===== config.mk =====
export PLATFORM = sky130hd
export DESIGN_NAME = hazard_flush_ctrl
export DESIGN_NICKNAME = d
export VERILOG_FILES = /design/src/rtl/hazard_flush_ctrl.sv
export SDC_FILE = /design/constraint.sdc
export NUM_CORES = 1
export LEC_CHECK = 0
export CAP_MARGIN = 20
export CORE_MARGIN = 3
export CORE_UTILIZATION = 48
export DETAILED_ROUTE_END_ITERATION = 8
export GPL_TIMING_DRIVEN = 0
export PLACE_DENSITY = 0.83
export REMOVE_ABC_BUFFERS = 1
export SKIP_LAST_GASP = 1
export SLEW_MARGIN = 30
export SYNTH_ARGS = -nofsm -noshare
export SYNTH_HDL_FRONTEND = slang
export SYNTH_SLANG_ARGS = --single-unit

===== constraint.sdc =====
create_clock -name clk -period 2.6 [get_ports clk]
set_input_delay 0.39 -clock clk [delete_from_list [all_inputs] [get_ports clk]]
set_output_delay 0.39 -clock clk [all_outputs]
set_load 0.005 [all_outputs]

===== src/rtl/hazard_flush_ctrl.sv =====
// Pipeline sequencing controller: memory freeze, load-use stall and taken-branch flush,
// with saturating stall/flush event counters for performance debug.
module hazard_flush_ctrl #(
  parameter int BRANCH_PENALTY = 1,
  parameter int CNT_W          = 16
) (
  input  logic             clk,
  input  logic             rst,
  input  logic             bl,
  input  logic             br,
  input  logic             beq,
  input  logic             beq_equal,
  input  logic [3:0]       ID_rs,
  input  logic [3:0]       ID_rt,
  input  logic             ID_uses_rt,
  input  logic             EX_mem_read,
  input  logic [3:0]       EX_rd,
  input  logic             mem_busy,
  output logic             pc_write_en,
  output logic             IF_ID_write_en,
  output logic             IF_ID_sync_nop,
  output logic             ID_EX_nop,
  output logic [2:0]       IF_branch_select,
  output logic [CNT_W-1:0] stall_count,
  output logic [CNT_W-1:0] flush_count,
  output logic [1:0]       state_dbg
);

  typedef enum logic [1:0] {
    RUN    = 2'b00,
    FLUSH  = 2'b01,
    FREEZE = 2'b10
  } state_t;

  localparam logic [CNT_W-1:0] CNT_MAX = {CNT_W{1'b1}};
  localparam logic [CNT_W-1:0] CNT_ONE = {{(CNT_W-1){1'b0}}, 1'b1};
  localparam logic [2:0]       FCNT_LOAD = 3'(BRANCH_PENALTY - 1);

  state_t           state_r, next_state_s;
  logic [2:0]       fcnt_r, fcnt_next_s;
  logic             ctx_r, ctx_next_s;
  logic [CNT_W-1:0] stall_count_r, flush_count_r;
  logic             stall_inc_s, flush_inc_s;
  logic             lu_hazard_s, taken_s;
  logic             pc_we_s, ifid_we_s, sync_nop_s, idex_nop_s;
  logic [2:0]       sel_s;

  assign lu_hazard_s = EX_mem_read & (EX_rd != 4'd0) &
                       ((EX_rd == ID_rs) | (ID_uses_rt & (EX_rd == ID_rt)));
  assign taken_s     = bl | br | (beq & beq_equal);

  // Next-state and Mealy output decode
  always_comb begin
    next_state_s = state_r;
    fcnt_next_s  = fcnt_r;
    ctx_next_s   = ctx_r;
    stall_inc_s  = 1'b0;
    flush_inc_s  = 1'b0;
    pc_we_s      = 1'b1;
    ifid_we_s    = 1'b1;
    sync_nop_s   = 1'b0;
    idex_nop_s   = 1'b0;
    sel_s        = 3'b000;
    if (rst) begin
      next_state_s = RUN;
    end else begin
      case (state_r)
        RUN: begin
          if (mem_busy) begin
            pc_we_s      = 1'b0;
            ifid_we_s    = 1'b0;
            next_state_s = FREEZE;
            ctx_next_s   = 1'b0;
          end else if (lu_hazard_s) begin
            // Any branch in ID is held and re-decoded once the bubble reaches EX
            pc_we_s     = 1'b0;
            ifid_we_s   = 1'b0;
            idex_nop_s  = 1'b1;
            stall_inc_s = 1'b1;
          end else if (taken_s) begin
            sync_nop_s  = 1'b1;
            flush_inc_s = 1'b1;
            if (bl) begin
              sel_s = 3'b001;
            end else if (br) begin
              sel_s = 3'b010;
            end else begin
              sel_s = 3'b011;
            end
            if (BRANCH_PENALTY > 1) begin
              fcnt_next_s  = FCNT_LOAD;
              next_state_s = FLUSH;
            end else begin
              next_state_s = RUN;
            end
          end else begin
            next_state_s = RUN;
          end
        end
        FLUSH: begin
          if (mem_busy) begin
            pc_we_s      = 1'b0;
            ifid_we_s    = 1'b0;
            next_state_s = FREEZE;
            ctx_next_s   = 1'b1;
          end else begin
            sync_nop_s  = 1'b1;
            fcnt_next_s = fcnt_r - 3'd1;
            if (fcnt_r == 3'd1) begin
              next_state_s = RUN;
            end else begin
              next_state_s = FLUSH;
            end
          end
        end
        FREEZE: begin
          pc_we_s   = 1'b0;
          ifid_we_s = 1'b0;
          if (!mem_busy) begin
            next_state_s = ctx_r ? FLUSH : RUN;
          end else begin
            next_state_s = FREEZE;
          end
        end
        default: begin
          next_state_s = RUN;
        end
      endcase
    end
  end

  // State, flush counter, context bit and saturating event counters
  always_ff @(posedge clk) begin
    if (rst) begin
      state_r       <= RUN;
      fcnt_r        <= 3'd0;
      ctx_r         <= 1'b0;
      stall_count_r <= {CNT_W{1'b0}};
      flush_count_r <= {CNT_W{1'b0}};
    end else begin
      state_r <= next_state_s;
      fcnt_r  <= fcnt_next_s;
      ctx_r   <= ctx_next_s;
      if (stall_inc_s && (stall_count_r != CNT_MAX)) begin
        stall_count_r <= stall_count_r + CNT_ONE;
      end
      if (flush_inc_s && (flush_count_r != CNT_MAX)) begin
        flush_count_r <= flush_count_r + CNT_ONE;
      end
    end
  end

  assign pc_write_en      = pc_we_s;
  assign IF_ID_write_en   = ifid_we_s;
  assign IF_ID_sync_nop   = sync_nop_s;
  assign ID_EX_nop        = idex_nop_s;
  assign IF_branch_select = sel_s;
  assign stall_count      = stall_count_r;
  assign flush_count      = flush_count_r;
  assign state_dbg        = state_r;

endmodule


Word-level counts from Yosys, hierarchy flattened

Cells that the tools add are included.

Word-level logic and storage cells: 66
Register bits after elaboration: 38

Reductions and logical operators: 7
$add $sub $neg: 3
Eq/ne operators: 10
Muxes and demuxes: 33
Bitwise operators: 8

Operators with widths:

| cell                    | count |
|---|---|
| $add A16 B1 Y16 const B | 2 |
| $ne A16 B16 Y1 const B  | 2 |
| $mux W2                 | 10 |
| $mux W1                 | 19 |
| $eq A4 B4 Y1            | 2 |
| $pmux W2 S3             | 1 |
| $and A1 B1 Y1           | 4 |
| $ne A2 B2 Y1 const B    | 2 |
| $pmux W1 S2             | 2 |
| $reduce_bool A4 Y1      | 1 |
| $eq A3 B1 Y1 const B    | 1 |
| $ne A3 B3 Y1 const B    | 1 |
| $or A1 B1 Y1            | 3 |
| $pmux W1 S3             | 1 |
| $reduce_and A3 Y1       | 1 |
| $sub A3 B1 Y3 const B   | 1 |
| $eq A2 B1 Y1 const B    | 1 |
| $eq A2 B2 Y1 const B    | 1 |
| $logic_and A1 B1 Y1     | 2 |
| $logic_not A2 Y1        | 1 |
| $reduce_and A2 Y1       | 1 |
| $reduce_bool A2 Y1      | 1 |
| $not A1 Y1              | 1 |

Longest topological paths before layout

Gate-level depths: netlist of run 1.

Depth after elaboration: 9
Mapped depth: 7

Worst setup path before layout of run 1

Ideal clock, no wire load.

Path type: in2out
Start point: in EX_rd[0]
End point: out pc_write_en
Data arrival time: 2.051 ns
Slack: 0.159 ns
Cell stages on the path: 7
Path through: o41a_1 > and3_1 > a22o_1 > clkbuf_1 > clkbuf_1 > o31ai_1 > buf_4

Longest elaborated chain between the ends: 8
Elaborated cells on any way between the ends: 11

Ends and longest elaborated chain:

| item                    | RTL line | text |
|---|---|---|
| from (decl)             | 17       | `input logic [3:0] EX_rd,` |
| $eq A4 B4 Y1            | 49       | `((EX_rd == ID_rs) \| (ID_uses_rt & (EX_rd == ID_rt)));` |
| $and A1 B1 Y1           | 49       |  |
| $or A1 B1 Y1            | 49       |  |
| $and A1 B1 Y1 *         | 48       | `assign lu_hazard_s = EX_mem_read & (EX_rd != 4'd0) &` |
| $mux W1 * (2 in series) | -        |  |
| $pmux W1 S3 *           | -        |  |
| $mux W1 *               | -        |  |
| to (decl)               | 19       | `output logic pc_write_en,` |

Every way passes the cells marked *; elsewhere a longest branch is shown, timed or not.

Worst setup path after layout of run 1

Start point: in EX_rd[0]
End point: out ID_EX_nop

Longest elaborated chain between the ends: 8
Elaborated cells on any way between the ends: 11

Ends and longest elaborated chain:

| item            | RTL line | text |
|---|---|---|
| $eq A4 B4 Y1    | 49       |  |
| $and A1 B1 Y1   | 49       |  |
| $or A1 B1 Y1    | 49       |  |
| $and A1 B1 Y1 * | 48       |  |
| $mux W1 *       | 74       | `end else if (lu_hazard_s) begin` |
| $mux W1 *       | 69       | `if (mem_busy) begin` |
| $mux W1 *       | 67       | `case (state_r)` |
| $mux W1 *       | 64       | `if (rst) begin` |
| to (decl)       | 22       | `output logic ID_EX_nop,` |

Marked as above.

==> flow_summary.json, run 1 <==
{
  "die_area_um2": 5470,
  "min_period_ns": 2.59,
  "grt_pass1_wl_um": 9180,
  "layout.nets": 356,
  "start_util_pct": 50.2,
  "grt_start_max_net_pins": 30,
  "cts_root_buffer": "clkbuf_8",
  "dp_hpwl_um": 3800,
  "finClkSkew_ns": 0.00334,
  "via_per_inst": 5.97,
  "status": "complete, no violations",
  "whs_ns": 0.470,
  "netlist_area_um2": 2220,
  "clock_sinks": 38,
  "hp-class": "reg2reg",
  "fill_cells": 356,
  "power_frac_comb_pct": 13.2,
  "leakage_nw": 1.06,
  "synth_area_leaders": "dfxtp_1, a21oi_1, or3_1",
  "drt_iter0_drc": 146,
  "synth.distinct_cells": 54,
  "die_x_um": 74.0,
  "pwr-share-clk_pct": 35.2,
  "ir_drop_v": 0.000185,
  "grt_pass1_vias": 2062,
  "synthFlopType": "dfxtp_1",
  "seq_area_frac_synth_pct": 34.3,
  "p_switching_uw": 283,
  "max_freq_ghz": 0.386,
  "post-route-period-util_pct": 99.6,
  "cts_max_level": 2,
  "cp.required_ns": 2.21,
  "reg2reg_depth": 6,
  "hold_viol": 0,
  "crit_chain": "dlygate4sd2_1 -> o41a_1 -> and3_2 -> a22oi_2 -> buf_6 -> nor2_1 -> clkdlybuf4s50_1",
  "min_from": "ctx_r",
  "setup_viol": 0,
  "clk_pin_slew_ns": 0.07,
  "antenna_found_initial": 0,
  "swShare_pct": 24.6,
  "cp-start-kind": "primary input",
  "yosysTopAreaCellShare_pct": 34.3,
  "avgRoutedWirePerCell_um": 15.2,
  "max_cap_violations": 0,
  "finalMaxSlewViolations": 0,
  "grtUsageTotal_pct": 21.2,
  "regToRegEndpoint": "flush_count[14]",
  "synthCells": 267,
  "r2r_slack_ns": 0.28,
  "diodes": 0,
  "vias": 2282,
  "r2r-start": "flush_count[0]",
  "ys_async_sr_fraction_pct": 0,
  "routed_wirelength_um": 5820,
  "yosysTopAreaCell": "dfxtp_1",
  "power_frac_seq_pct": 51.6,
  "multiInputGateArea_um2": 1400,
  "power.internal_uw": 866,
  "ys_ff_latch": 38,
  "overflow": 0,
  "post-route-util_pct": 68.8,
  "fp.dieH_um": 74.0,
  "cts_buffer_depth": 2,
  "max_stage_delay_ns": 0.45,
  "path_max_fanout": 3,
  "row_count": 24,
  "io_buffers": 60,
  "synth-edff-count": 0,
  "min_delay_path_depth": 2,
  "ant_nets": 0,
  "drive_gt1_share_pct": 15.2,
  "arrival_ns": 2.20,
  "cp_slowest_cell": "o41a_1",
  "remaining_drc_errors": 0,
  "cts_hold_buf": 0,
  "clk_latency_ns": 0.29,
  "design.core.area_um2": 4410,
  "synth.avg_cell_area_um2": 8.30,
  "cts_tree": "done",
  "place_congestion": 0.753,
  "yosysWarnings": 0,
  "p_per_area_nw_per_um2": 378,
  "holdPathEnd": "ctx_r",
  "ios": 62,
  "tightest_slew_ns": 0.864,
  "slew_headroom_pct": 42.1,
  "critPathKind": "in2out",
  "ff_latch_area_um2": 761,
  "cts_buffers": 5,
  "first_pass_iters": 4,
  "crit_path_end_kind": "primary output",
  "syn_to_final_growth_pct": 36.9
}
-- power by group through the flow --
stage          Sequential, mW  Clock (mW)  Combinational (mW)
2_1_floorplan           0.605           0              0.0466
3_3_place_gp            0.606           0               0.122
3_5_place_dp            0.606           0               0.131
4_1_cts                 0.593       0.413               0.143
5_1_grt                 0.593       0.430               0.164
6_report                0.593       0.405               0.151
-- sequential cells by signal, indices dropped and copies added (netlist names) --
name	flops
state_dbg	2
stall_count	16
ctx_r	1
fcnt_r	3
flush_count	16
-- worst max-delay path: cells and delay by family --
kind / cells / cell delay (ns)
buffers and inverters: 3 / 0.84
and+or+nand+nor: 2 / 0.28
AOI/OAI and AO/OA: 2 / 0.70
-- synthesized netlist by cell type (all sizes together) (3+ instances only) --
cell	n
ha	4
or4	7
or3	15
and2	3
nor2	17
nor4	8
nand2b	3
o31ai	6
nor3	6
and3	8
mux2	7
xor2	6
xnor2	4
o211ai	3
nand4	12
buf	7
clkbuf	10
a21oi	21
o21ai	14
mux2i	3
inv	6
nor2b	7
nand2	17
dfxtp	38
nand3	10
o2111ai	3
-- placed cells by master, fill, tap and decap left out, drive strengths merged, types with 4 or more instances in the layout --
cell	instances
dlygate4sd2	8
nand3	10
xor2	6
nor4	8
nand2	17
o21ai	14
a21oi	21
o31ai	6
clkdlybuf4s50	49
nand4	12
or4	7
nor2	17
xnor2	4
mux2	7
ha	4
inv	6
dfxtp	38
nor2b	7
and3	8
or3	15
clkbuf	6
nor3	6
buf	15
-- worst max path at each step --
| stage | from | to | depth (start not counted) |
|---|---|---|---|
| after floorplan | EX_rd[0] | IF_ID_sync_nop | 5 |
| after global placement | EX_rd[0] | IF_ID_sync_nop | 7 |
| after detailed placement | EX_rd[0] | IF_ID_write_en | 6 |
| after CTS | ID_rt[0] | ID_EX_nop | 7 |
| after global routing | EX_rd[0] | IF_ID_sync_nop | 8 |
| final | EX_rd[0] | ID_EX_nop | 7 |
-- stage by stage --
step | total power [mW] | worst slack [ns] | setup TNS (ns) | instances | instance area [um^2]
global route | 1.19 | -0.0720 | -0.149 | 382 | 3040
finish | 1.15 | 0.0117 | 0 | 382 | 3040
floorplan | 0.652 | 0.0889 | 0 | 250 | 2130
CTS | 1.15 | 0.0266 | 0 | 379 | 3000
global placement | 0.728 | -1.37 | -23.15 | 362 | 2800
detailed placement | 0.736 | -0.927 | -10.38 | 364 | 2840
-- repair_timing --
item                                   in CTS  in global routing
endpoints found under the hold margin       0                  0
pin swaps                                   3                  3
cloned                                      1                  0
setup endpoints to repair                  14                  6
resized for setup                          19                  4
setup buffers                               8                  3
-- per-layer routing --
metal | wire, um | vias to the layer above | track usage (%)
met2 | 2740 | 86 | 34.2
met4 | 44 | 0 | 5.63
met5 | 0 | - | 0
met3 | 499 | 5 | 6.22
met1 | 2540 | 1065 | 27.8
li1 | - | 1126 | -
-- cell type report --
class	count	share of cell area [%]
multi-input combinational	207	46.1
sequential	38	25.1
timing repair buffer	73	23.2
clock buffer	6	2.72
tap	52	2.14
inverter	6	0.742
-- cells by family (layout without fill, tap and decap cells) --
kind of cell	after synthesis	count (layout)	share of synthesized area [%]
other	1	1	0.169
and+or+nand+nor	119	119	31.9
AOI/OAI and AO/OA	62	63	17.7
muxes	10	10	4.91
adders and majority gates	4	4	2.26
buffers and inverters	23	85	4.74
xor gates and xnor gates	10	10	3.95
DFF	38	38	34.3
Power figures use the tool's default switching activity.
==> run 2, diff against run 1 <==
TNS_END_PERCENT = 50   (was unset)
==> results of run 2 <==
No change in the layout: final DEF, timing and power equal those of run 1.
